### config.mk
export PLATFORM = sky130hd
export DESIGN_NAME = uart_tx_rr_arbiter
export DESIGN_NICKNAME = d
export VERILOG_FILES = /design/src/rtl/uart_arb_pkg.sv /design/src/rtl/rr_picker.sv /design/src/rtl/uart_tx_rr_arbiter.sv
export SDC_FILE = /design/constraint.sdc
export NUM_CORES = 1
export LEC_CHECK = 0
export ABC_AREA = 1
export CAP_MARGIN = 10
export CORE_ASPECT_RATIO = 0.75
export CORE_MARGIN = 10
export CORE_UTILIZATION = 30
export CTS_CLUSTER_SIZE = 28
export DETAILED_ROUTE_END_ITERATION = 12
export PLACE_DENSITY = 0.59
export SLEW_MARGIN = 10
export SYNTH_ARGS = -nofsm -noshare
export SYNTH_HDL_FRONTEND = slang
export SYNTH_HIERARCHICAL = 1
export SYNTH_SLANG_ARGS = --single-unit
### constraint.sdc
create_clock -name clk -period 2.5 [get_ports clk]
set_input_delay 0.5 -clock clk [delete_from_list [all_inputs] [get_ports clk]]
set_output_delay 0.5 -clock clk [all_outputs]
set_load 0.02 [all_outputs]
### src/rtl/uart_arb_pkg.sv
// Shared types and constants for the UART TX round-robin arbiter.
// HDR is only reachable when UART_ARB_ID_HEADER_EN is defined.
package uart_arb_pkg;

   typedef enum logic [1:0] {
      IDLE = 2'd0,
      SEND = 2'd1,
      HDR  = 2'd2
   } state_e;

   localparam logic [7:0] HDR_BASE = 8'hA0;

   // Ceiling log2, used to size the rotation pointer and watchdog counter
   function automatic int unsigned clog2(input int unsigned n);
      int unsigned r;
      r = 0;
      while ((r < 32) && ((64'd1 << r) < 64'(n))) r++;
      return r;
   endfunction

endpackage

### src/rtl/rr_picker.sv
// Combinational round-robin search: first set req bit after rr_ptr, modulo N_REQ.
module rr_picker #(
   parameter int unsigned N_REQ = 4,
   parameter int unsigned PTR_W = 2
) (
   input  logic [N_REQ-1:0] req,
   input  logic [PTR_W-1:0] rr_ptr,
   output logic [N_REQ-1:0] pick,
   output logic             any_req
);

   logic             found;
   logic [PTR_W-1:0] idx;

   always_comb begin
      pick  = '0;
      found = 1'b0;
      idx   = '0;
      for (int unsigned k = 1; k <= N_REQ; k++) begin
         idx = PTR_W'((32'(rr_ptr) + k) % N_REQ);
         if (!found && req[idx]) begin
            pick[idx] = 1'b1;
            found     = 1'b1;
         end
      end
   end

   assign any_req = |req;

endmodule

### src/rtl/uart_tx_rr_arbiter.sv
// Round-robin arbiter with packet lock and idle watchdog in front of the UART TX FIFO.
// Define UART_ARB_ID_HEADER_EN to emit an 8'hA0|id header byte before each packet.
module uart_tx_rr_arbiter
   import uart_arb_pkg::*;
#(
   parameter int unsigned DBIT        = 8,
   parameter int unsigned N_REQ       = 4,
   parameter int unsigned TIMEOUT_CYC = 1024
) (
   input  logic                  clk,
   input  logic                  reset,
   input  logic [N_REQ-1:0]      req,
   input  logic [N_REQ-1:0]      valid,
   input  logic [N_REQ-1:0]      last,
   input  logic [N_REQ*DBIT-1:0] data,
   input  logic                  tx_full,
   output logic [DBIT-1:0]       w_data,
   output logic                  wr_uart,
   output logic [N_REQ-1:0]      grant,
   output logic [N_REQ-1:0]      ready,
   output logic                  busy,
   output logic                  timeout_err
);

   localparam int unsigned PTR_W = (clog2(N_REQ) < 1) ? 1 : clog2(N_REQ);
   localparam int unsigned CNT_W = (clog2(TIMEOUT_CYC) < 1) ? 1 : clog2(TIMEOUT_CYC);
   localparam logic [CNT_W-1:0] CNT_MAX = CNT_W'(TIMEOUT_CYC - 1);

   state_e             state_q, state_d;
   logic [N_REQ-1:0]   grant_q, grant_d;
   logic [PTR_W-1:0]   rr_ptr_q, rr_ptr_d;
   logic [CNT_W-1:0]   idle_cnt_q, idle_cnt_d;
   logic               timeout_err_q, timeout_err_d;

   logic [N_REQ-1:0]   pick;
   logic               any_req;
   logic [PTR_W-1:0]   gidx;
   logic               xfer;
   logic [DBIT-1:0]    data_arr [N_REQ];

   for (genvar i = 0; i < N_REQ; i++) begin : g_slice
      assign data_arr[i] = data[i*DBIT +: DBIT];
   end

   rr_picker #(
      .N_REQ (N_REQ),
      .PTR_W (PTR_W)
   ) u_picker (
      .req     (req),
      .rr_ptr  (rr_ptr_q),
      .pick    (pick),
      .any_req (any_req)
   );

   // Binary index of the one-hot grant
   always_comb begin
      gidx = '0;
      for (int i = 0; i < N_REQ; i++) begin
         if (grant_q[i]) gidx = PTR_W'(i);
      end
   end

   always_ff @(posedge clk or posedge reset) begin
      if (reset) begin
         state_q       <= IDLE;
         grant_q       <= '0;
         rr_ptr_q      <= PTR_W'(N_REQ - 1);
         idle_cnt_q    <= '0;
         timeout_err_q <= 1'b0;
      end else begin
         state_q       <= state_d;
         grant_q       <= grant_d;
         rr_ptr_q      <= rr_ptr_d;
         idle_cnt_q    <= idle_cnt_d;
         timeout_err_q <= timeout_err_d;
      end
   end

   always_comb begin
      state_d       = state_q;
      grant_d       = grant_q;
      rr_ptr_d      = rr_ptr_q;
      idle_cnt_d    = idle_cnt_q;
      timeout_err_d = 1'b0;
      ready         = '0;
      wr_uart       = 1'b0;
      w_data        = '0;
      xfer          = 1'b0;

      case (state_q)
         IDLE: begin
            if (any_req) begin
               grant_d    = pick;
               idle_cnt_d = '0;
`ifdef UART_ARB_ID_HEADER_EN
               state_d    = HDR;
`else
               state_d    = SEND;
`endif
            end
         end

         SEND: begin
            ready   = grant_q & {N_REQ{~tx_full}};
            xfer    = valid[gidx] & ~tx_full;
            wr_uart = xfer;
            w_data  = data_arr[gidx];
            if (xfer) begin
               idle_cnt_d = '0;
               if (last[gidx]) begin
                  state_d  = IDLE;
                  grant_d  = '0;
                  rr_ptr_d = gidx;
               end
            end else if (!valid[gidx] && !tx_full) begin
               // Only a stalled source counts; FIFO back-pressure never does
               if (idle_cnt_q == CNT_MAX) begin
                  timeout_err_d = 1'b1;
                  state_d       = IDLE;
                  grant_d       = '0;
                  rr_ptr_d      = gidx;
                  idle_cnt_d    = '0;
               end else begin
                  idle_cnt_d = idle_cnt_q + CNT_W'(1);
               end
            end
         end

`ifdef UART_ARB_ID_HEADER_EN
         HDR: begin
            wr_uart = ~tx_full;
            w_data  = DBIT'(HDR_BASE | 8'(gidx));
            if (!tx_full) begin
               state_d    = SEND;
               idle_cnt_d = '0;
            end
         end
`endif

         default: begin
            state_d = IDLE;
            grant_d = '0;
         end
      endcase
   end

   assign grant       = grant_q;
   assign busy        = (state_q != IDLE);
   assign timeout_err = timeout_err_q;

endmodule

# After elaboration in Yosys (flattened, before gate mapping)
# Index checks and enable logic that the tools add are counted.
[totals] reg_bits=19 latch_bits=0 ramBits=0 romBits=0 in_bits=47 output_inout_bits=19 wordCells=117 n_memories=0
[op_classes] add_sub_neg=5 n_mul=0 div_mod_pow=0 order_cmp=10 eq_ne=7 n_shift=0 mux=61 bitwise_logic=7 n_reduce_logical=22
[ops] operator="$mux 10" count=4
[ops] operator="$mux 4" count=10
[ops] operator="$mux 8" count=3
[ops] operator="$mux 2" count=11
[ops] operator="$pmux 10 s2" count=1
[ops] operator="$mux 1" count=19
[ops] operator="$bmux 8 s2" count=1
[ops] operator="$lt 2x3->1 const B" count=5
[ops] operator="$bmux 1 s2" count=6
[ops] operator="$or 4x4->4" count=3
[ops] operator="$add 10x1->10 const B" count=1
[ops] operator="$eq 10x10->1 const B" count=1
[ops] operator="$ne 3x3->1 const B" count=3
[ops] operator="$demux 1 s2" count=4
[ops] operator="$ge 2x1->1 const B" count=4
[ops] operator="$logic_and 1x1->1" count=8
[ops] operator="$pmux 4 s2" count=1
[ops] operator="$reduce_and 4->1" count=2
[ops] operator="$reduce_bool 2->1" count=4
[ops] operator="$logic_not 1->1" count=5
[ops] operator="$add 2x1->2 const B" count=2
[ops] operator="$add 2x2->2 const B" count=2
[ops] operator="$and 4x4->4" count=1
[ops] operator="$pmux 2 s2" count=1
[ops] operator="10 further kinds" count=10

# Logic depth before layout (Yosys ltp)
[depth] word_depth=15 depth_mapped=13

# Cells and area by module
# Netlist, hierarchy kept.
[modules_own_cells] module="uart_tx_rr_arbiter" n_inst=1 cells_per_inst=208 area_each_um2=1348.8 seq_area_each_um2=452.9
[modules_own_cells] module="rr_picker" n_inst=1 cells_per_inst=76 area_each_um2=427.9 seq_area_each_um2=0.0

# Worst setup path after synthesis
# Ideal clock, no wire load.
[synth_timing] kind="reg-to-reg" from="reg rr_ptr_q[0]" to="reg grant_q[2], in the netlist grant[2]" arrival_time_ns=1.865 slack_ns=0.569 path_stages_with_launch=14 path_buffers=0 period_less_slack_ns=1.931 path_cell_list="dfstp_2 -> inv_2 -> ha_1 -> inv_1 -> nand3_2 -> nand2_4 -> nand2_4 -> nor2_4 -> nand2_1 -> nand3_1 -> inv_1 -> nor2_1 -> nand2_1 -> nand2_1"
[synth_between] elab_chain_cells=15 elab_cells_between_ends=50 classes_between="add/sub (4); order compare (8); mux (25); bitwise (3); reduce/logical (10)"
[synth_rtl] item="from (decl)" line="uart_tx_rr_arbiter.sv:31" source="logic [PTR_W-1:0] rr_ptr_q, rr_ptr_d;"
[synth_rtl] item="from (signal assigned)" line="uart_tx_rr_arbiter.sv:67" source="rr_ptr_q <= PTR_W'(N_REQ - 1);"
[synth_rtl] item="from (signal assigned)" line="uart_tx_rr_arbiter.sv:73" source="rr_ptr_q <= rr_ptr_d;"
[synth_rtl] item="parallel branches: the longest is 12 deep, another holds $lt 2x3->1"
[synth_rtl] item="$mux 4 (*)" line="rr_picker.sv:21" source="if (!found && req[idx]) begin"
[synth_rtl] item="net pick[2]" line="uart_tx_rr_arbiter.sv:35" source="logic [N_REQ-1:0] pick;"
[synth_rtl] item="$mux 4 (*)" line="uart_tx_rr_arbiter.sv:92" source="if (any_req) begin"
[synth_rtl] item="$pmux 4 s2 (*)" line="uart_tx_rr_arbiter.sv:90" source="case (state_q)"
[synth_rtl] item="to (signal assigned)" line="uart_tx_rr_arbiter.sv:72" source="grant_q <= grant_d;"
[synth_rtl] item="to (decl)" line="uart_tx_rr_arbiter.sv:30" source="logic [N_REQ-1:0] grant_q, grant_d;"
# Mark *: on every way through the listed nets, which the timed path passes. The select of a mux whose other input is x is not followed.
# A chain may end at the register's enable or synchronous reset.

# Worst setup path in the final report
[layout_timing] from="in tx_full" to="out ready[3]"
[layout_between] elab_chain_cells=3
[layout_rtl] item="from (decl)" line="uart_tx_rr_arbiter.sv:16" source="input logic tx_full,"
[layout_rtl] item="$not 1->1" line="uart_tx_rr_arbiter.sv:104" source="ready = grant_q & {N_REQ{~tx_full}};"
[layout_rtl] item="$and 4x4->4" line="uart_tx_rr_arbiter.sv:104"
[layout_rtl] item="$mux 4" line="uart_tx_rr_arbiter.sv:90"
[layout_rtl] item="to (decl)" line="uart_tx_rr_arbiter.sv:20" source="output logic [N_REQ-1:0] ready,"
# Every way passes these cells.

==> qor.log <==
qor: floorplan.dieWidth 109 um
qor: route.firstDrtPassIters 4
qor: route.ant_nets 0
qor: sta.setup_total_negative_slack 0 ps
qor: power.pwr_density_cell 1030 mW/mm2
qor: cts.clock_insertion_delay_worst_skew 250 ps
qor: cts.clk_pin_slew 70 ps
qor: hold_path.holdPathStages 1
qor: synth.number_of_enable_type_register_cells_in_the_synthesized_netlist 0
qor: synth.synthSimpleGateAreaFrac 44.8%
qor: route.vias_per_cell 4.67
qor: cts.cts-root-to-sink-buffers 2
qor: synth.yosys-mux-area-fraction 0%
qor: route.drc_errors 0
qor: setup_path.timing.critical_path.arrival 1880 ps
qor: power.finalPower 2720 uW
qor: placed_design.portBuffers 65
qor: synth.synth_top_area_share 22.5%
qor: synth.postSynth.asyncResetShare 100%
qor: final_layout.final_area 0.00263 mm2
qor: sta.timing.final.hold_violations 0
qor: synth.yosys.area_share.adder 6.34%
qor: synth.yosysUniqueCellTypes 25
qor: sta.timing.final.setup_violations 0
qor: floorplan.starting_density 30.8%
qor: setup_path.reg2reg_setup_slack 350 ps
qor: final_layout.antenna_cells 0
qor: final_layout.share_of_final_layout_standard_cells_stronger_than_drive_strength_1 12.1%
qor: setup_path.r2r_end grant[3]
qor: global_routing.first_global_vias 1,987
qor: sta.fin_crit 2380 ps
qor: final_layout.fin_nets 413
qor: cts.post_cts_buffers 0
qor: power.combinationalPowerShare 75.3%
qor: power.leakagePower 0.00128 uW
qor: sta.final.setup_skew 2.11 ps
qor: floorplan.pin_count 66
qor: floorplan.number_of_core_rows 24
qor: power.clock_power_share 8.7%
qor: sta.number_of_pins_exceeding_their_max_slew_limit_in_the_final_report 0
qor: placed_design.routabilityCongestion 0.864
qor: setup_path.critical-path-top-cell-by-count sky130_fd_sc_hd__clkdlybuf4s50_1
qor: power.power_frac_seq 16.0%
qor: final_layout.fin_util 45.6%
qor: synth.synthXorXnorAreaFrac 2.46%
qor: setup_path.r2r-start rr_ptr_q[1]
qor: setup_path.critPathMaxStageDelay 640 ps
qor: power.vdd_drop_max 365 uV
qor: synth.synth.cells.most_frequent sky130_fd_sc_hd__nand2_1 (62), sky130_fd_sc_hd__nor2_1 (46), sky130_fd_sc_hd__nand3_1 (37), sky130_fd_sc_hd__inv_1 (30), sky130_fd_sc_hd__o21ai_0 (18)
qor: power.swShare 52.5%
qor: setup_path.ff2ff_path_depth 13
qor: setup_path.setup.worst_path.start_class input pin
qor: synth.syn_avg_cell_area 6.26 um2
qor: synth.synth.net_count 340
qor: cts.cell_at_the_root_of_the_clock_tree sky130_fd_sc_hd__clkbuf_8
qor: cts.cts_tree done
qor: synth.post_synth_inst_count 284
qor: floorplan.die_height 86.6 um
qor: placed_design.detailedPlacementHpwl 4.67 mm
qor: placed_design.post_dp_cell_area 0.00255 mm2
qor: synth.synth_sequential_area_ratio 25.5%
qor: route.initialDrtViolationCount 118
qor: setup_path.path_cells clkdlybuf4s50_1, nor2_4, inv_1, nor2_1, clkdlybuf4s50_1
qor: floorplan.core_area 0.00577 mm2
qor: setup_path.critPathKind input pin to output pin
qor: synth.synth_top_family_by_area simple AND/OR/NAND/NOR gates
qor: synth.synth_top_cells_by_area sky130_fd_sc_hd__dfrtp_1 (23%), sky130_fd_sc_hd__nand2_1 (13%), sky130_fd_sc_hd__nand3_1 (10%)
qor: power.p_int 1290 uW
qor: global_routing.groute.usage.overall 12.4%
qor: synth.synth_top_flop_cell sky130_fd_sc_hd__dfrtp_1
qor: setup_path.worst_setup_path_endpoint ready[3]
qor: sta.grt_setup_unrepaired no
qor: run.timing.max_cap.violations 0
qor: sta.timing.final.crit_share 95.2%
qor: run_status.status completed
qor: synth.ys_seq_elements 18
qor: synth.yosysMostFrequentCell sky130_fd_sc_hd__nand2_1
qor: setup_path.critical_path_required 2000 ps
qor: final_layout.area.growth.synth_to_final 48.0%
qor: floorplan.design.die.area 0.00943 mm2
qor: synth.synth_top_area_cell sky130_fd_sc_hd__dfrtp_1
qor: hold_path.worst_hold_path_type flop to flop
qor: setup_path.critical_path.startpoint tx_full
qor: route.routed_wl 5.84 mm
qor: sta.max_freq 0.420 GHz
qor: global_routing.grt_first_pass_wirelength 9.76 mm
qor: sta.tightest_slew 710 ps
qor: synth.yosys_warnings 6
qor: cts.cts.htree.levels 1
qor: route.routed-via-count 2,028
qor: global_routing.maximum_number_of_pins_on_one_net_before_global_route_repair 19
qor: power.total_switching_power 1430 uW
qor: cts.cts.sink_count 18
qor: synth.netlist_area 0.00178 mm2
qor: setup_path.worstSetupEndpointType output pin
qor: synth.synth_compound_area_share 11.4%
qor: global_routing.grt_remaining_overflow 0
qor: cts.number_of_clock_buffers_inserted_by_tritoncts 3
qor: global_routing.grt_antenna_before_repair 0
qor: setup_path.cpMaxStageDelayCell sky130_fd_sc_hd__clkdlybuf4s50_1
qor: cts.cts_hold_buffers 0
qor: setup_path.crit_fanout 4
qor: sta.max-slew-margin-rel 52.6%
qor: sta.holdWs 520 ps
qor: route.drt-wirelength-per-cell 13.4 um
-- worst min path at each step --
| stage | endpoint | startpoint | slack [ps] |
|---|---|---|---|
| 2_1_floorplan | grant[0] | reset | 440 |
| 3_3_place_gp | idle_cnt_q[0] | idle_cnt_q[0] | 510 |
| 3_5_place_dp | idle_cnt_q[0] | idle_cnt_q[0] | 510 |
| 4_1_cts | idle_cnt_q[0] | idle_cnt_q[0] | 520 |
| 5_1_grt | idle_cnt_q[0] | idle_cnt_q[0] | 560 |
| 6_report | idle_cnt_q[0] | idle_cnt_q[0] | 520 |
-- flip-flops by register name, summed over array words and instances, names as in the netlist --
name / flops
idle_cnt_q: 10
grant: 4
rr_ptr_q: 2
state_q: 1
timeout_err: 1
-- metal layers --
| layer | part of all wire [%] | GRT usage [%] |
|---|---|---|
| met1 | 51 | 18.0 |
| met2 | 41 | 18.4 |
| met5 | 0 | 0 |
| met4 | 0.99 | 2.99 |
| met3 | 7.0 | 1.85 |
-- per-stage QoR --
step / instances / worst slack, ps
final: 434 / 119
after global routing: 434 / 32.7
after CTS: 434 / 4.69
after detailed placement: 430 / 12.5
after global placement: 430 / 19.5
after floorplan: 284 / 569
-- kinds of logic after synthesis --
logic type / count (synthesis)
compound gates: 39
xor+xnor: 5
fa+ha+maj: 9
buf+inv: 42
flops: 18
simple gates: 171
-- cells in the final DEF, fill, tap and decap left out, types with 6 or more instances in the layout --
master,synthesis,routed
sky130_fd_sc_hd__inv_1,30,29
sky130_fd_sc_hd__dlymetal6s2s_1,0,7
sky130_fd_sc_hd__dfrtp_1,16,15
sky130_fd_sc_hd__clkdlybuf4s50_1,0,55
sky130_fd_sc_hd__o21ai_1,7,7
sky130_fd_sc_hd__o22ai_1,6,6
sky130_fd_sc_hd__nand2_2,9,9
sky130_fd_sc_hd__ha_1,9,9
sky130_fd_sc_hd__a21oi_1,8,8
sky130_fd_sc_hd__nand2_1,62,62
sky130_fd_sc_hd__inv_2,7,7
sky130_fd_sc_hd__o21ai_0,18,18
sky130_fd_sc_hd__nand3_1,37,37
sky130_fd_sc_hd__nor2_1,46,46
sky130_fd_sc_hd__buf_4,0,8
-- timing repair --
item / 4_1_cts / 5_1_grt
pin swaps: 0 / 0
resized for setup: 3 / 9
endpoints found under the setup margin: 3 / 7
-- critical path, delay by kind of cell --
kind                   cells  cell delay (ps)
buffers and inverters      3             1180
and+or+nand+nor            2              200
-- power by group through the flow --
| stage | logic [uW] | registers [uW] | clock network (uW) |
|---|---|---|---|
| after global routing | 2310 | 449 | 256 |
| after detailed placement | 2090 | 440 | 0 |
| after floorplan | 1310 | 469 | 0 |
| final | 2050 | 435 | 237 |
| after CTS | 2070 | 434 | 245 |
| after global placement | 2090 | 440 | 0 |
-- layout make-up --
cell class,count,area (um2)
inverter,37,143
tap,78,97.6
fill,628,3140
multi-input combinational,224,1150
clock buffer,4,55.1
sequential,18,454
timing repair buffer,73,724
Power figures use the tool's default switching activity.
